===== src/rtl/irq_pkg.sv =====
// Shared constants and state encoding for the interrupt controller.
package irq_pkg;

    // Register map seen on the IO load/store bus
    localparam logic [1:0] IRQ_MASK  = 2'd0;
    localparam logic [1:0] IRQ_PEND  = 2'd1;
    localparam logic [1:0] IRQ_CAUSE = 2'd2;
    localparam logic [1:0] IRQ_TRIG  = 2'd3;

    localparam int CAUSE_W = 3;

    // Bit positions inside the CAUSE register
    localparam int CAUSE_SVC_BIT = 8;
    localparam int CAUSE_REQ_BIT = 4;

    typedef enum logic [1:0] {
        ST_IDLE    = 2'd0,
        ST_REQ     = 2'd1,
        ST_SERVICE = 2'd2
    } irq_state_e;

endpackage


===== src/rtl/irq_contr_if.sv =====
// Register bus and core exception handshake between the MIPS core and irq_contr.
interface irq_contr_if
    import irq_pkg::*;
#(
    parameter int N_SRC = 4
);
    logic                 reg_we;
    logic [1:0]           reg_addr;
    logic [31:0]          reg_wdata;
    logic [31:0]          reg_rdata;
    logic                 irq;
    logic [CAUSE_W-1:0]   irq_cause;
    logic                 irq_ack;
    logic                 eret;
    logic                 in_service;

    // Core / IO decoder side
    modport master (
        output reg_we, reg_addr, reg_wdata, irq_ack, eret,
        input  reg_rdata, irq, irq_cause, in_service
    );

    // Interrupt controller side
    modport slave (
        input  reg_we, reg_addr, reg_wdata, irq_ack, eret,
        output reg_rdata, irq, irq_cause, in_service
    );
endinterface


===== src/rtl/irq_prio_enc.sv =====
// Lowest-index-wins priority encoder over the enabled pending vector.
module irq_prio_enc
    import irq_pkg::*;
#(
    parameter int N_SRC = 4
) (
    input  logic [N_SRC-1:0]   pend_i,
    output logic [CAUSE_W-1:0] idx_o,
    output logic               valid_o
);

    // Scan from the top down so the lowest set index is the last one written
    always_comb begin
        idx_o   = '0;
        valid_o = 1'b0;
        for (int i = N_SRC - 1; i >= 0; i--) begin
            if (pend_i[i]) begin
                idx_o   = CAUSE_W'(i);
                valid_o = 1'b1;
            end
        end
    end

endmodule


===== src/rtl/irq_contr.sv =====
// Interrupt controller: pending latch, mask/trigger registers, priority
// selection and the request/acknowledge/return handshake with the core.
//
//   state      | meaning
//   -----------+-------------------------------------------------
//   ST_IDLE    | no request outstanding, waiting for a valid source
//   ST_REQ     | irq asserted, waiting for irq_ack (or withdrawal)
//   ST_SERVICE | handler running, waiting for eret; no nesting
module irq_contr
    import irq_pkg::*;
#(
    parameter int N_SRC = 4
) (
    input  logic              clk_i,
    input  logic              reset_i,
    input  logic [N_SRC-1:0]  src_i,
    irq_contr_if.slave        bus
);

    irq_state_e          state_q;
    logic [N_SRC-1:0]    mask_q, mask_d;
    logic [N_SRC-1:0]    trig_q, trig_d;
    logic [N_SRC-1:0]    pend_q, pend_d;
    logic [N_SRC-1:0]    src_d_q;
    logic                irq_q;
    logic [CAUSE_W-1:0]  cause_q;
    logic                in_service_q;

    logic [N_SRC-1:0]    rise;
    logic [N_SRC-1:0]    w1c;
    logic [N_SRC-1:0]    ack_clr;
    logic [N_SRC-1:0]    cause_onehot;
    logic [CAUSE_W-1:0]  sel_idx;
    logic                sel_valid;
    logic                ack_take;
    logic [31:0]         rdata;
    logic                unused_wdata;

    assign unused_wdata = ^bus.reg_wdata;

    irq_prio_enc #(.N_SRC(N_SRC)) u_prio_enc (
        .pend_i  (pend_q & mask_q),
        .idx_o   (sel_idx),
        .valid_o (sel_valid)
    );

    assign ack_take = (state_q == ST_REQ) && bus.irq_ack;

    // Next values for MASK/TRIG/PENDING; level bits just mirror the input
    always_comb begin
        mask_d = mask_q;
        trig_d = trig_q;
        w1c    = '0;
        if (bus.reg_we) begin
            case (bus.reg_addr)
                IRQ_MASK: mask_d = bus.reg_wdata[N_SRC-1:0];
                IRQ_TRIG: trig_d = bus.reg_wdata[N_SRC-1:0];
                IRQ_PEND: w1c    = bus.reg_wdata[N_SRC-1:0];
                default:  ;
            endcase
        end

        for (int i = 0; i < N_SRC; i++) begin
            cause_onehot[i] = (cause_q == CAUSE_W'(i));
        end
        ack_clr = ack_take ? (cause_onehot & trig_q) : '0;

        rise   = src_i & ~src_d_q;
        // New edge beats any clear landing in the same cycle
        pend_d = (trig_q & ((pend_q & ~w1c & ~ack_clr) | rise))
               | (~trig_q & src_i);
    end

    // Configuration, pending and edge-detect registers
    always_ff @(posedge clk_i) begin
        if (reset_i) begin
            mask_q  <= '0;
            trig_q  <= '1;
            pend_q  <= '0;
            src_d_q <= '0;
        end else begin
            mask_q  <= mask_d;
            trig_q  <= trig_d;
            pend_q  <= pend_d;
            src_d_q <= src_i;
        end
    end

    // Handshake FSM with registered irq / cause / in_service
    always_ff @(posedge clk_i) begin
        if (reset_i) begin
            state_q      <= ST_IDLE;
            irq_q        <= 1'b0;
            cause_q      <= '0;
            in_service_q <= 1'b0;
        end else begin
            case (state_q)
                ST_IDLE: begin
                    if (sel_valid) begin
                        cause_q <= sel_idx;
                        irq_q   <= 1'b1;
                        state_q <= ST_REQ;
                    end
                end
                ST_REQ: begin
                    // Ack wins over withdrawal and over a stray eret
                    if (bus.irq_ack) begin
                        irq_q        <= 1'b0;
                        in_service_q <= 1'b1;
                        state_q      <= ST_SERVICE;
                    end else if (!sel_valid) begin
                        irq_q   <= 1'b0;
                        state_q <= ST_IDLE;
                    end
                end
                ST_SERVICE: begin
                    if (bus.eret) begin
                        in_service_q <= 1'b0;
                        state_q      <= ST_IDLE;
                    end
                end
                default: begin
                    irq_q        <= 1'b0;
                    in_service_q <= 1'b0;
                    state_q      <= ST_IDLE;
                end
            endcase
        end
    end

    // Combinational register read, unused bits zero
    always_comb begin
        rdata = '0;
        case (bus.reg_addr)
            IRQ_MASK:  rdata = 32'(mask_q);
            IRQ_PEND:  rdata = 32'(pend_q);
            IRQ_TRIG:  rdata = 32'(trig_q);
            IRQ_CAUSE: begin
                rdata[CAUSE_SVC_BIT] = in_service_q;
                rdata[CAUSE_REQ_BIT] = (state_q == ST_REQ);
                rdata[CAUSE_W-1:0]   = cause_q;
            end
            default:   rdata = '0;
        endcase
    end

    assign bus.reg_rdata  = rdata;
    assign bus.irq        = irq_q;
    assign bus.irq_cause  = cause_q;
    assign bus.in_service = in_service_q;

endmodule


===== src/flat_wrapper.sv =====
// flat-port wrapper written by rule: the top's interface ports become plain ports
module irq_contr_flat import irq_pkg::*;
#(
    parameter int N_SRC = 4
)
  (clk_i, reset_i, src_i, bus_reg_we, bus_reg_addr, bus_reg_wdata, bus_irq_ack, bus_eret, bus_reg_rdata, bus_irq, bus_irq_cause, bus_in_service);
  irq_contr_if #(.N_SRC(N_SRC)) bus_i ();
  input  logic clk_i;
  input  logic reset_i;
  input  logic [N_SRC-1:0] src_i;
  input wire logic [$bits(bus_i.reg_we)-1:0] bus_reg_we;
  input wire logic [$bits(bus_i.reg_addr)-1:0] bus_reg_addr;
  input wire logic [$bits(bus_i.reg_wdata)-1:0] bus_reg_wdata;
  input wire logic [$bits(bus_i.irq_ack)-1:0] bus_irq_ack;
  input wire logic [$bits(bus_i.eret)-1:0] bus_eret;
  output wire logic [$bits(bus_i.reg_rdata)-1:0] bus_reg_rdata;
  output wire logic [$bits(bus_i.irq)-1:0] bus_irq;
  output wire logic [$bits(bus_i.irq_cause)-1:0] bus_irq_cause;
  output wire logic [$bits(bus_i.in_service)-1:0] bus_in_service;
  assign bus_i.reg_we = bus_reg_we;
  assign bus_i.reg_addr = bus_reg_addr;
  assign bus_i.reg_wdata = bus_reg_wdata;
  assign bus_i.irq_ack = bus_irq_ack;
  assign bus_i.eret = bus_eret;
  assign bus_reg_rdata = bus_i.reg_rdata;
  assign bus_irq = bus_i.irq;
  assign bus_irq_cause = bus_i.irq_cause;
  assign bus_in_service = bus_i.in_service;
  irq_contr #(.N_SRC(N_SRC)) u_core (.clk_i(clk_i), .reset_i(reset_i), .src_i(src_i), .bus(bus_i));
endmodule

===== config.mk =====
export PLATFORM = sky130hd
export DESIGN_NAME = irq_contr_flat
export DESIGN_NICKNAME = d
export VERILOG_FILES = /design/src/rtl/irq_pkg.sv /design/src/rtl/irq_contr_if.sv /design/src/rtl/irq_prio_enc.sv /design/src/rtl/irq_contr.sv /design/src/flat_wrapper.sv
export SDC_FILE = /design/constraint.sdc
export NUM_CORES = 1
export LEC_CHECK = 0
export CORE_UTILIZATION = 40
export CTS_BUF_LIST = sky130_fd_sc_hd__clkbuf_4
export CTS_CLUSTER_SIZE = 28
export DETAILED_ROUTE_END_ITERATION = 7
export PLACE_DENSITY_LB_ADDON = 0.08
export SLEW_MARGIN = 20
export SYNTH_ARGS = -nofsm -noshare
export SYNTH_HDL_FRONTEND = slang
export SYNTH_SLANG_ARGS = --single-unit

===== constraint.sdc =====
create_clock -name clk_i -period 2.82 [get_ports clk_i]
set_input_delay 0.846 -clock clk_i [delete_from_list [all_inputs] [get_ports clk_i]]
set_output_delay 0.846 -clock clk_i [all_outputs]
set_load 0.02 [all_outputs]

==> results.ini <==
[sta]
rsz0062_at_grt = false
finalHoldViolCount = 0
setup_viol = 0
fin_crit_sh_pct = 98.43
finalCriticalPeriod_ns = 2.776
worst_slack_ns = 0.04419
timing.hold.ws_ns = 0.4845
slew_viol_final = 0
fin_worst_skew_ns = 0.006537
fmax_ghz = 0.3603

[outcome]
violations = design-rule violations
status = complete, but fails checks

[placed_design]
dp_hpwl_um = 1746
pre_cts_ws_ns = -0.5593
numPortBuffers = 24
place.gp.congestion = 0.7608
dp_cells = 191

[layout]
final_common_cell = conb_1
fin_util_pct = 50.31
fin_cells = 196
diodes = 0
areaGrowthSynthToFinish_pct = 14.47
fill_cells = 264
fin_nets = 209
layout_common_cells = conb_1 (27), dfxtp_1 (22), clkdlybuf4s50_1 (17)
drive_gt1_share_pct = 10.91

[cts]
path_clk_slew_ns = 0.12
cts.sinks = 22
holdBufCountCts = 0
htree_num_levels = 1
clock_path_buffers = 2
numCtsBuffers = 3
cts_root_buf = clkbuf_4
cts_tree = built
clock_latency_ns = 0.30

[global_routing]
grt_max_degree = 24
track_usage_pct = 14.73
grt_first_pass_wirelength_um = 3774
grt_pass1_vias = 807
grt-ovfl-total = 0
antenna_found_initial = 0

[synth]
yosysTopAreaCellShare_pct = 35.13
yosys_register_bits = 22
synth_warnings = 0
netlist-cell-type-count = 30
yosysTopAreaCell = dfxtp_1
avgSynthCellArea_um2 = 9.085
ys_seq_area_share_pct = 35.13
synth_area_um2 = 1254
syn_inst = 138
ys_top_cells_by_area = dfxtp_1 (35%), buf_4 (17%), mux2i_1 (5.6%)

[detailed_routing]
num_vias = 934
ant_nets = 0
vias_per_cell = 4.765
first_pass_iters = 6
drtIter0Drc = 27
drc = 6
wl_um = 2330
post_drt_wl_per_cell_um = 11.89

[worst_setup_path]
cp_cell_sequence = dlygate4sd2_1 -> mux4_1 -> buf_2
r2r_setup_slack_ns = 1.63
critPathSlowestCell = mux4_1
cpPeakStageDelay_ns = 0.59
crit_buf_inv = 2
crit_required_ns = 1.97
end_kind = output port
cp_top_family = multiplexers
critPathMaxFanout = 3
crit_type = in -> out
arrival_ns = 1.93
crit_path_start_kind = primary input

[job]
cap_viol_max_count = 0

[floorplan]
dieArea_um2 = 3362
rows = 19
die_w_um = 57.99
initial_core_util_pct = 43.95
core_um2 = 2853
io_pins = 80
chipHeight_um = 57.99

[power_and_ir_drop]
pwr_density_cell_nw_per_um2 = 431.3
vdd_ir_drop_max_mv = 0.2049
power_mw = 0.6190
power_leakage_nw = 0.6594

[min_path]
hold_path_class = reg -> reg

-- sequential cells by signal (all words and copies together) (netlist names) --
name,flops
u_core.trig_q,4
u_core.state_q,2
u_core.bus.irq,1
u_core.mask_q,4
u_core.bus.in_service,1
u_core.pend_q,4
u_core.src_d_q,4
u_core.bus.irq_cause,2
-- logic make-up (layout without fill, tap and decap cells) --
logic type / after synthesis / count (layout) / share of synthesized area, %
simple gates: 42 / 42 / 18.56
buf+inv: 37 / 38 / 20.36
other cells: 1 / 27 / 0.2991
flops: 22 / 22 / 35.13
compound gates: 27 / 27 / 16.17
mux: 9 / 9 / 9.482
-- synthesized netlist by cell type, drive strengths merged --
cell type and instances:
mux4 2, a2111oi 2, and3b 2, and4bb 1, nand3b 1, a21boi 1
nand2b 1, buf 30, nor2 12, a22o 4, nand3 4, dfxtp 22
a32oi 1, a21o 3, a21oi 3, mux2i 7, conb 1, nand2 12
a211oi 3, nor2b 4, nor3 3, inv 6, nor3b 2, o21ai 5
a211o 5, clkbuf 1
-- repair_timing --
item / 4_1_cts / 5_1_grt
setup endpoints to repair: 6 / 6
buffers inserted: 0 / 1
gates resized for setup: 17 / 8
-- metrics by stage --
stage          setup TNS, ns  cell area, um^2
6_report                   0             1435
5_1_grt                    0             1435
4_1_cts                    0             1438
3_5_place_dp          -2.959             1420
3_3_place_gp          -3.057             1420
2_1_floorplan              0             1351
-- power by group --
group	internal, mW	leakage [nW]	switching [mW]	total (mW)
registers	0.327	0.181	0.0148	0.342
logic	0.0553	0.463	0.0793	0.135
clock network	0.0515	0.0154	0.0907	0.142
-- worst reg2reg max path: cells and delay by family, from the launching register on --
family	cells	cell delay [ns]
AOI/OAI and AO/OA	2	0.47
DFF	1	0.42
and+or+nand+nor	2	0.26
-- layout make-up --
class	count	area, um^2	area share, %
clock inverters	1	3.754	0.2616
inverters	6	22.52	1.569
clock buffers	3	22.52	1.569
flip-flops and latches	22	440.4	30.69
repair buffers	28	251.5	17.52
well taps	31	38.79	2.703
multi-input cells	105	655.6	45.68
-- path summary, 6_finish.rpt --
check             depth (start not counted)                      startpoint                     endpoint
setup / recovery                          3                 bus_reg_addr[0]             bus_reg_rdata[0]
setup reg to reg                          4  u_core.state_q[1]$_SDFFE_PP0P_  u_core.pend_q[0]$_SDFF_PP0_
hold / removal                            2    u_core.src_d_q[0]$_SDFF_PP0_  u_core.pend_q[0]$_SDFF_PP0_
hold reg to reg                           2    u_core.src_d_q[0]$_SDFF_PP0_  u_core.pend_q[0]$_SDFF_PP0_
-- per-layer routing --
layer	GRT usage, %	vias up	part of all wire, %	routed length (um)
met2	22.82	37	46	1079
met1	20.61	415	47	1090
met4	6.122	0	0.43	10
met5	0	-	0	0
li1	-	480	-	-
met3	2.009	2	6.4	149
Power figures use the tool's default switching activity.
